==> config.mk <==
export PLATFORM = sky130hd
export DESIGN_NAME = ebcdic_to_bcd_pipe
export DESIGN_NICKNAME = d
export VERILOG_FILES = /design/src/rtl/x2821_pkg.sv /design/src/rtl/ebcdic_bcd_lut.sv /design/src/rtl/ebcdic_to_bcd_pipe.sv
export SDC_FILE = /design/constraint.sdc
export NUM_CORES = 1
export LEC_CHECK = 0
export CORE_ASPECT_RATIO = 0.7
export CORE_MARGIN = 1
export CORE_UTILIZATION = 51
export DETAILED_ROUTE_END_ITERATION = 10
export PLACE_DENSITY = 0.77
export SLEW_MARGIN = 20
export SYNTH_ARGS = -nofsm -noshare
export SYNTH_HDL_FRONTEND = slang
export SYNTH_SLANG_ARGS = --single-unit
==> constraint.sdc <==
create_clock -name i_clk -period 0.8 [get_ports i_clk]
set_input_delay 0.16 -clock i_clk [delete_from_list [all_inputs] [get_ports i_clk]]
set_output_delay 0.16 -clock i_clk [all_outputs]
set_load 0.005 [all_outputs]
==> src/rtl/x2821_pkg.sv <==
// Shared constants and types for the x2821 print path: EBCDIC code points,
// printer BCD bit weights, and the lookup result payload.
package x2821_pkg;

  localparam int unsigned EBCDIC_W = 8;
  localparam int unsigned BCD_W    = 6;

  // Printer BCD bit weights (B A 8 4 2 1).
  localparam logic [BCD_W-1:0] BCD_B     = 6'o40;
  localparam logic [BCD_W-1:0] BCD_A     = 6'o20;
  localparam logic [BCD_W-1:0] BCD_BLANK = 6'o00;
  localparam logic [BCD_W-1:0] BCD_ZERO  = 6'o12;

  localparam logic [EBCDIC_W-1:0] E_SP = 8'h40;
  localparam logic [EBCDIC_W-1:0] E_NL = 8'h15;
  localparam logic [EBCDIC_W-1:0] E_0  = 8'hF0;
  localparam logic [EBCDIC_W-1:0] E_A  = 8'hC1;
  localparam logic [EBCDIC_W-1:0] E_a  = 8'h81;

  typedef struct packed {
    logic [BCD_W-1:0] bcd;
    logic             space;
    logic             unassigned;
  } lut_out_t;

  localparam lut_out_t LUT_UNASSIGNED = '{bcd: BCD_BLANK, space: 1'b0, unassigned: 1'b1};
  localparam lut_out_t LUT_SPACE      = '{bcd: BCD_BLANK, space: 1'b1, unassigned: 1'b0};

  // Wrap a printable BCD code as a lookup result.
  function automatic lut_out_t lut_printable(input logic [BCD_W-1:0] code);
    lut_printable = '{bcd: code, space: 1'b0, unassigned: 1'b0};
  endfunction

endpackage

==> src/rtl/ebcdic_bcd_lut.sv <==
// Combinational EBCDIC -> printer BCD translation: zone/digit decode for the
// alphanumerics, explicit list for punctuation, everything else unassigned.
module ebcdic_bcd_lut
  import x2821_pkg::*;
(
  input  logic [EBCDIC_W-1:0] i_ebcdic,
  output lut_out_t            o_lut
);

  logic [3:0]       zone;
  logic [3:0]       digit;
  logic             digit_1_9;
  logic             digit_2_9;
  logic [BCD_W-1:0] digit_bcd;

  assign zone      = i_ebcdic[7:4];
  assign digit     = i_ebcdic[3:0];
  assign digit_1_9 = (digit >= 4'd1) && (digit <= 4'd9);
  assign digit_2_9 = (digit >= 4'd2) && (digit <= 4'd9);
  assign digit_bcd = BCD_W'(digit);

  always_comb begin
    o_lut = LUT_UNASSIGNED;

    // Upper and lower case share a zone; S..Z start at digit 2.
    unique case (zone)
      4'hC, 4'h8: if (digit_1_9) o_lut = lut_printable(BCD_B | BCD_A | digit_bcd);
      4'hD, 4'h9: if (digit_1_9) o_lut = lut_printable(BCD_B | digit_bcd);
      4'hE, 4'hA: if (digit_2_9) o_lut = lut_printable(BCD_A | digit_bcd);
      4'hF: begin
        if (i_ebcdic == E_0)  o_lut = lut_printable(BCD_ZERO);
        else if (digit_1_9)   o_lut = lut_printable(digit_bcd);
      end
      default: ;
    endcase

    // Punctuation and space; none of these collide with the zone decode.
    case (i_ebcdic)
      E_SP:  o_lut = LUT_SPACE;
      8'h61: o_lut = lut_printable(BCD_A | 6'o01);
      8'h60: o_lut = lut_printable(BCD_B);
      8'h50,
      8'h4E: o_lut = lut_printable(BCD_B | BCD_A);
      8'h4B: o_lut = lut_printable(6'o73);
      8'h4C,
      8'h5D: o_lut = lut_printable(6'o74);
      8'h5B: o_lut = lut_printable(6'o53);
      8'h5C: o_lut = lut_printable(6'o54);
      8'h6B: o_lut = lut_printable(6'o33);
      8'h6C,
      8'h4D: o_lut = lut_printable(6'o34);
      8'h7B,
      8'h7E: o_lut = lut_printable(6'o13);
      8'h7C,
      8'h7D: o_lut = lut_printable(6'o14);
      default: ;
    endcase
  end

endmodule

==> src/rtl/ebcdic_to_bcd_pipe.sv <==
// EBCDIC to printer BCD translator with a fixed DELAY-stage register pipeline
// between the channel buffer and the print-line compare logic.
module ebcdic_to_bcd_pipe
  import x2821_pkg::*;
#(
  parameter int unsigned DELAY = 3
) (
  input  logic                i_clk,
  input  logic                i_reset,
  input  logic [EBCDIC_W-1:0] i_ebcdic,
  output logic [BCD_W-1:0]    o_bcd,
  output logic                o_space,
  output logic                o_unassigned
);

  lut_out_t lut_c;
  lut_out_t pipe_d [DELAY];
  lut_out_t pipe_q [DELAY];

  ebcdic_bcd_lut u_lut (
    .i_ebcdic (i_ebcdic),
    .o_lut    (lut_c)
  );

  always_comb begin
    pipe_d[0] = lut_c;
    for (int unsigned i = 1; i < DELAY; i++) begin
      pipe_d[i] = pipe_q[i-1];
    end
  end

  // Reset clears every stage so in-flight characters are discarded.
  always_ff @(posedge i_clk or posedge i_reset) begin
    if (i_reset) begin
      for (int unsigned i = 0; i < DELAY; i++) begin
        pipe_q[i] <= '0;
      end
    end else begin
      for (int unsigned i = 0; i < DELAY; i++) begin
        pipe_q[i] <= pipe_d[i];
      end
    end
  end

  assign o_bcd        = pipe_q[DELAY-1].bcd;
  assign o_space      = pipe_q[DELAY-1].space;
  assign o_unassigned = pipe_q[DELAY-1].unassigned;

endmodule

* After elaboration in Yosys (flattened, before gate mapping) *
Index checks and enable logic that the tools add are counted.

cells by class
  magnitude comparators = 3
  eq/ne operators = 25
  muxes and demuxes = 7
  reduce and logical (&&, ||, !) cells = 10

operators by type and width
  cell                                                                    number
  8-bit by 7-bit equality test with 1-bit output (second input constant)  17
  8-bit one-hot mux with 12 select lines                                  1
  8-bit one-hot mux with 4 select lines                                   1
  4-bit equality test (second input constant)                             7
  8-bit two-way mux                                                       3
  2-bit OR reduction                                                      8
  8-bit equality test (second input constant)                             1
  7-bit two-way mux                                                       1
  6-bit two-way mux                                                       1
  4-bit by 1-bit >= comparator with 1-bit output (second input constant)  1
  4-bit by 2-bit >= comparator with 1-bit output (second input constant)  1
  4-bit less-or-equal comparator (second input constant)                  1
  1-bit logical AND                                                       2

storage, ports and cells
  bits in registers = 24
  output and inout bits = 8
  logic and storage cells = 54

* Longest topological paths before layout *
  word-level depth = 6
  mapped depth = 5
  gate-level depth less buffers = 4

* Cells and area by module *
From an unflattened synthesis, not the netlist that was laid out.

unflattened totals
  cells, all modules = 103
  area, all modules = 1079.8 um2

modules (own cells, without submodules)
  module              instances  cells an instance  area an instance (um2)
  ebcdic_to_bcd_pipe  1          25                 604.3
  ebcdic_bcd_lut      1          78                 475.5

* Worst setup path after synthesis *
Ideal clock, no wire load.

  kind = input to register
  from = in i_ebcdic[0]
  to = reg pipe_q (netlist bit pipe_d[13])
  data arrival time = 938 ps
  data required time = 670 ps
  setup slack = -268 ps
  stages on the path = 4
  path buffers = 1
  path through = buf_4 > and3b_4 > o31a_1 > o21bai_1

RTL lines
  element                          RTL line                  RTL
  from (decl)                      ebcdic_to_bcd_pipe.sv:10  input logic [EBCDIC_W-1:0] i_ebcdic,
  to (signal, indexed assignment)  ebcdic_to_bcd_pipe.sv:40  pipe_q[i] <= pipe_d[i];
  to (decl)                        ebcdic_to_bcd_pipe.sv:18  lut_out_t pipe_q [DELAY];

* Final worst setup path *
  from = reg pipe_q (netlist bit o_bcd[4])
  to = out o_bcd[4]

RTL lines
  element    RTL line                  RTL
  to (decl)  ebcdic_to_bcd_pipe.sv:11  output logic [BCD_W-1:0] o_bcd,

No word-level cell between the ends.

==> flow_summary.ini <==
[synth]
yosys_warnings = 0
syn_area_um2 = 1070
synth_fp_nets = 107
synth_async_sr_flop_share_pct = 100
synth_top_family_by_area = simple AND/OR/NAND/NOR gates
syn_inst = 97
syn_avg_cell_area_um2 = 11.0
synth-simple-area-share_pct = 20.4
ys_ff_latch = 24
synth_edf_count = 0
yosysSeqAreaShare_pct = 56.3
synth-compound-area-share_pct = 17.0
ys_types = 36
synthMuxAreaShare_pct = 0.938
synthAdderAreaFrac_pct = 0
synth-xor-area-share_pct = 0
synth_ff_type = dfrtp_1

[floorplan]
io_pins = 18
dieWidth_um = 56.7
die_area_um2 = 2280
rows = 13
initial_core_util_pct = 55.6
die_h_um = 40.3
core_area_um2 = 1920

[final_layout]
final_cells = 162
drive_above_1_share_pct = 48.6
antennaDiodeCount = 0
syn_to_final_growth_pct = 50.2
nNetsFinal = 151
finalInstanceArea_um2 = 1600

[route]
num_vias = 904
ant_nets = 0
drc_errors = 6
drt_iter0_drc = 37
routed_wl_um = 2590
wl_per_cell_um = 16.0
firstDrtPassIters = 7
vias_per_cell = 5.58

[placement]
port_buffers = 17
placedCellCount = 151
dp.final_hpwl_um = 1740
gp_congestion = 0.947
dp_slack_ns = -0.943
dpl_cell_area_um2 = 1390

[cts]
cts_buffers = 3
path_clk_slew_ns = 0.13
clock-root-buffer = clkbuf_4
clock_sinks = 24
cts_tree = done
cts_max_level = 1
clock_path_buffers = 2
insertion_delay_ns = 0.31
hold_buffers = 0

[sta]
min_period_ns = 0.979
rsz0062_at_grt = true
setup_viol = 9
fin_ws_ns = -0.179
fin_setup_tns_ns = -1.35
period_share_pct = 122
slew_headroom_pct = 76.6
worstMarginPinSlew_ns = 0.352
max_freq_mhz = 1020
fin_worst_skew_ns = 0.00661
whs_ns = 0.128
slew_violations = 0
finalHoldViolations = 0

[power_and_ir_drop]
ir_drop_uv = 944
p_leak_uw = 0.000767
power_density_nw_per_um2 = 1650

[hold_path]
hold_class = in -> reg
hold_start = i_ebcdic[1]

[critical_path]
critical-path-top-delay-family = flip-flops
path_class = reg -> out
slowest_delay_ns = 0.39
cp_slowest_cell = dfrtp_1
path_buf_inv = 1
crit_required_ns = 0.64
start_kind = flip-flop
crit_start = o_bcd[4]
timing.rr.start = pipe_d[3]
cp_cell_sequence = buf_2
arrival_ns = 0.82
cp_max_fo = 1
end_kind = output port

[global_routing]
grt_max_degree = 22
grt_pass1_vias = 799
antenna_found_initial = 0
grt_pass1_wl_um = 3680
overflow = 0
grt_use_total_pct = 22.7

[outcome]
status = finished, violations left
violations = design-rule violations, negative setup slack

[flow_run]
cap_violations = 0
-- placed cells by master (no fill, tap or decap), types with 2 or more instances in the layout --
cell type  instances
dfrtp_1           24
buf_4             21
buf_6              9
buf_2              9
nor2_1             8
nand2_1            5
a21oi_1            5
o21ai_1            4
inv_1              3
clkbuf_4           3
nand2b_1           2
a21oi_2            2
or3_1              2
and3b_2            2
o21ai_0            2
buf_12             2
buf_8              2
-- worst min-delay path, cell delays in order --
cell and delay (ns):
buf_8 0.11, nor3_4 0.06, nand2_1 0.05, nor3_1 0.04
-- metal layers --
| metal | track usage, % | routed length (um) |
|---|---|---|
| met1 | 27.8 | 1110 |
| met2 | 44.9 | 1300 |
| met3 | 3.23 | 157 |
| met4 | 3.75 | 21 |
| met5 | 0 | 0 |
-- layout make-up --
class,count,area [um^2]
fill,111,317
sequential,24,601
timing repair buffer,45,412
clock buffer,3,22.5
inverter,3,11.3
multi-input combinational,64,499
clock inverter,1,30.0
tap,22,27.5
-- cells in the mapped netlist (2+ instances only) --
master / instances / area share, %
nand2b_1: 2 / 1.2
or3_1: 3 / 1.8
dfrtp_1: 24 / 56
o311ai_1: 2 / 1.6
and3b_2: 2 / 1.9
nor2_1: 10 / 3.5
a21oi_1: 7 / 3.3
and2b_1: 2 / 1.4
o21ai_0: 3 / 1.4
nand2_1: 6 / 2.1
buf_4: 4 / 2.8
o21ai_1: 5 / 2.3
nor3_2: 2 / 1.9
inv_1: 3 / 1.1
-- metrics by stage --
stage | power (uW) | utilization, %
after CTS | 2600 | 79.0
after global placement | 1710 | 72.4
after detailed placement | 1720 | 72.4
final | 2650 | 83.5
after global routing | 2740 | 83.5
after floorplan | 1510 | -
-- final timing paths --
path                                    to  slack, ns  cells after the start
worst max-delay path              o_bcd[4]      -0.18                      1
worst min-delay path             pipe_d[9]       0.13                      4
worst max register to register    o_bcd[1]       0.30                      0
worst min register to register   pipe_d[2]       0.36                      0
max in group asynchronous       pipe_d[14]       0.49                      3
min in group asynchronous        pipe_d[4]       0.17                      3
-- where the power goes --
| part | switching (uW) | internal [uW] | total (uW) |
|---|---|---|---|
| sequential | 18.3 | 1280 | 1300 |
| combinational | 236 | 264 | 500 |
| clock | 348 | 506 | 854 |
-- registers in the layout, summed over array words and instances (netlist names) --
name / flops
o_bcd: 6
o_space: 1
o_unassigned: 1
pipe_d: 16
-- logic make-up after synthesis --
logic type / Yosys count
DFF: 24
buffers and inverters: 9
AOI/OAI and AO/OA: 28
muxes: 1
and+or+nand+nor: 35
-- timing repair --
item,4_1_cts,5_1_grt
setup endpoints to repair,16,15
buffers inserted,4,2
pin swaps,14,12
resized for setup,90,19
gates cloned,1,0
Note: power is estimated with default switching activity, not from simulation.
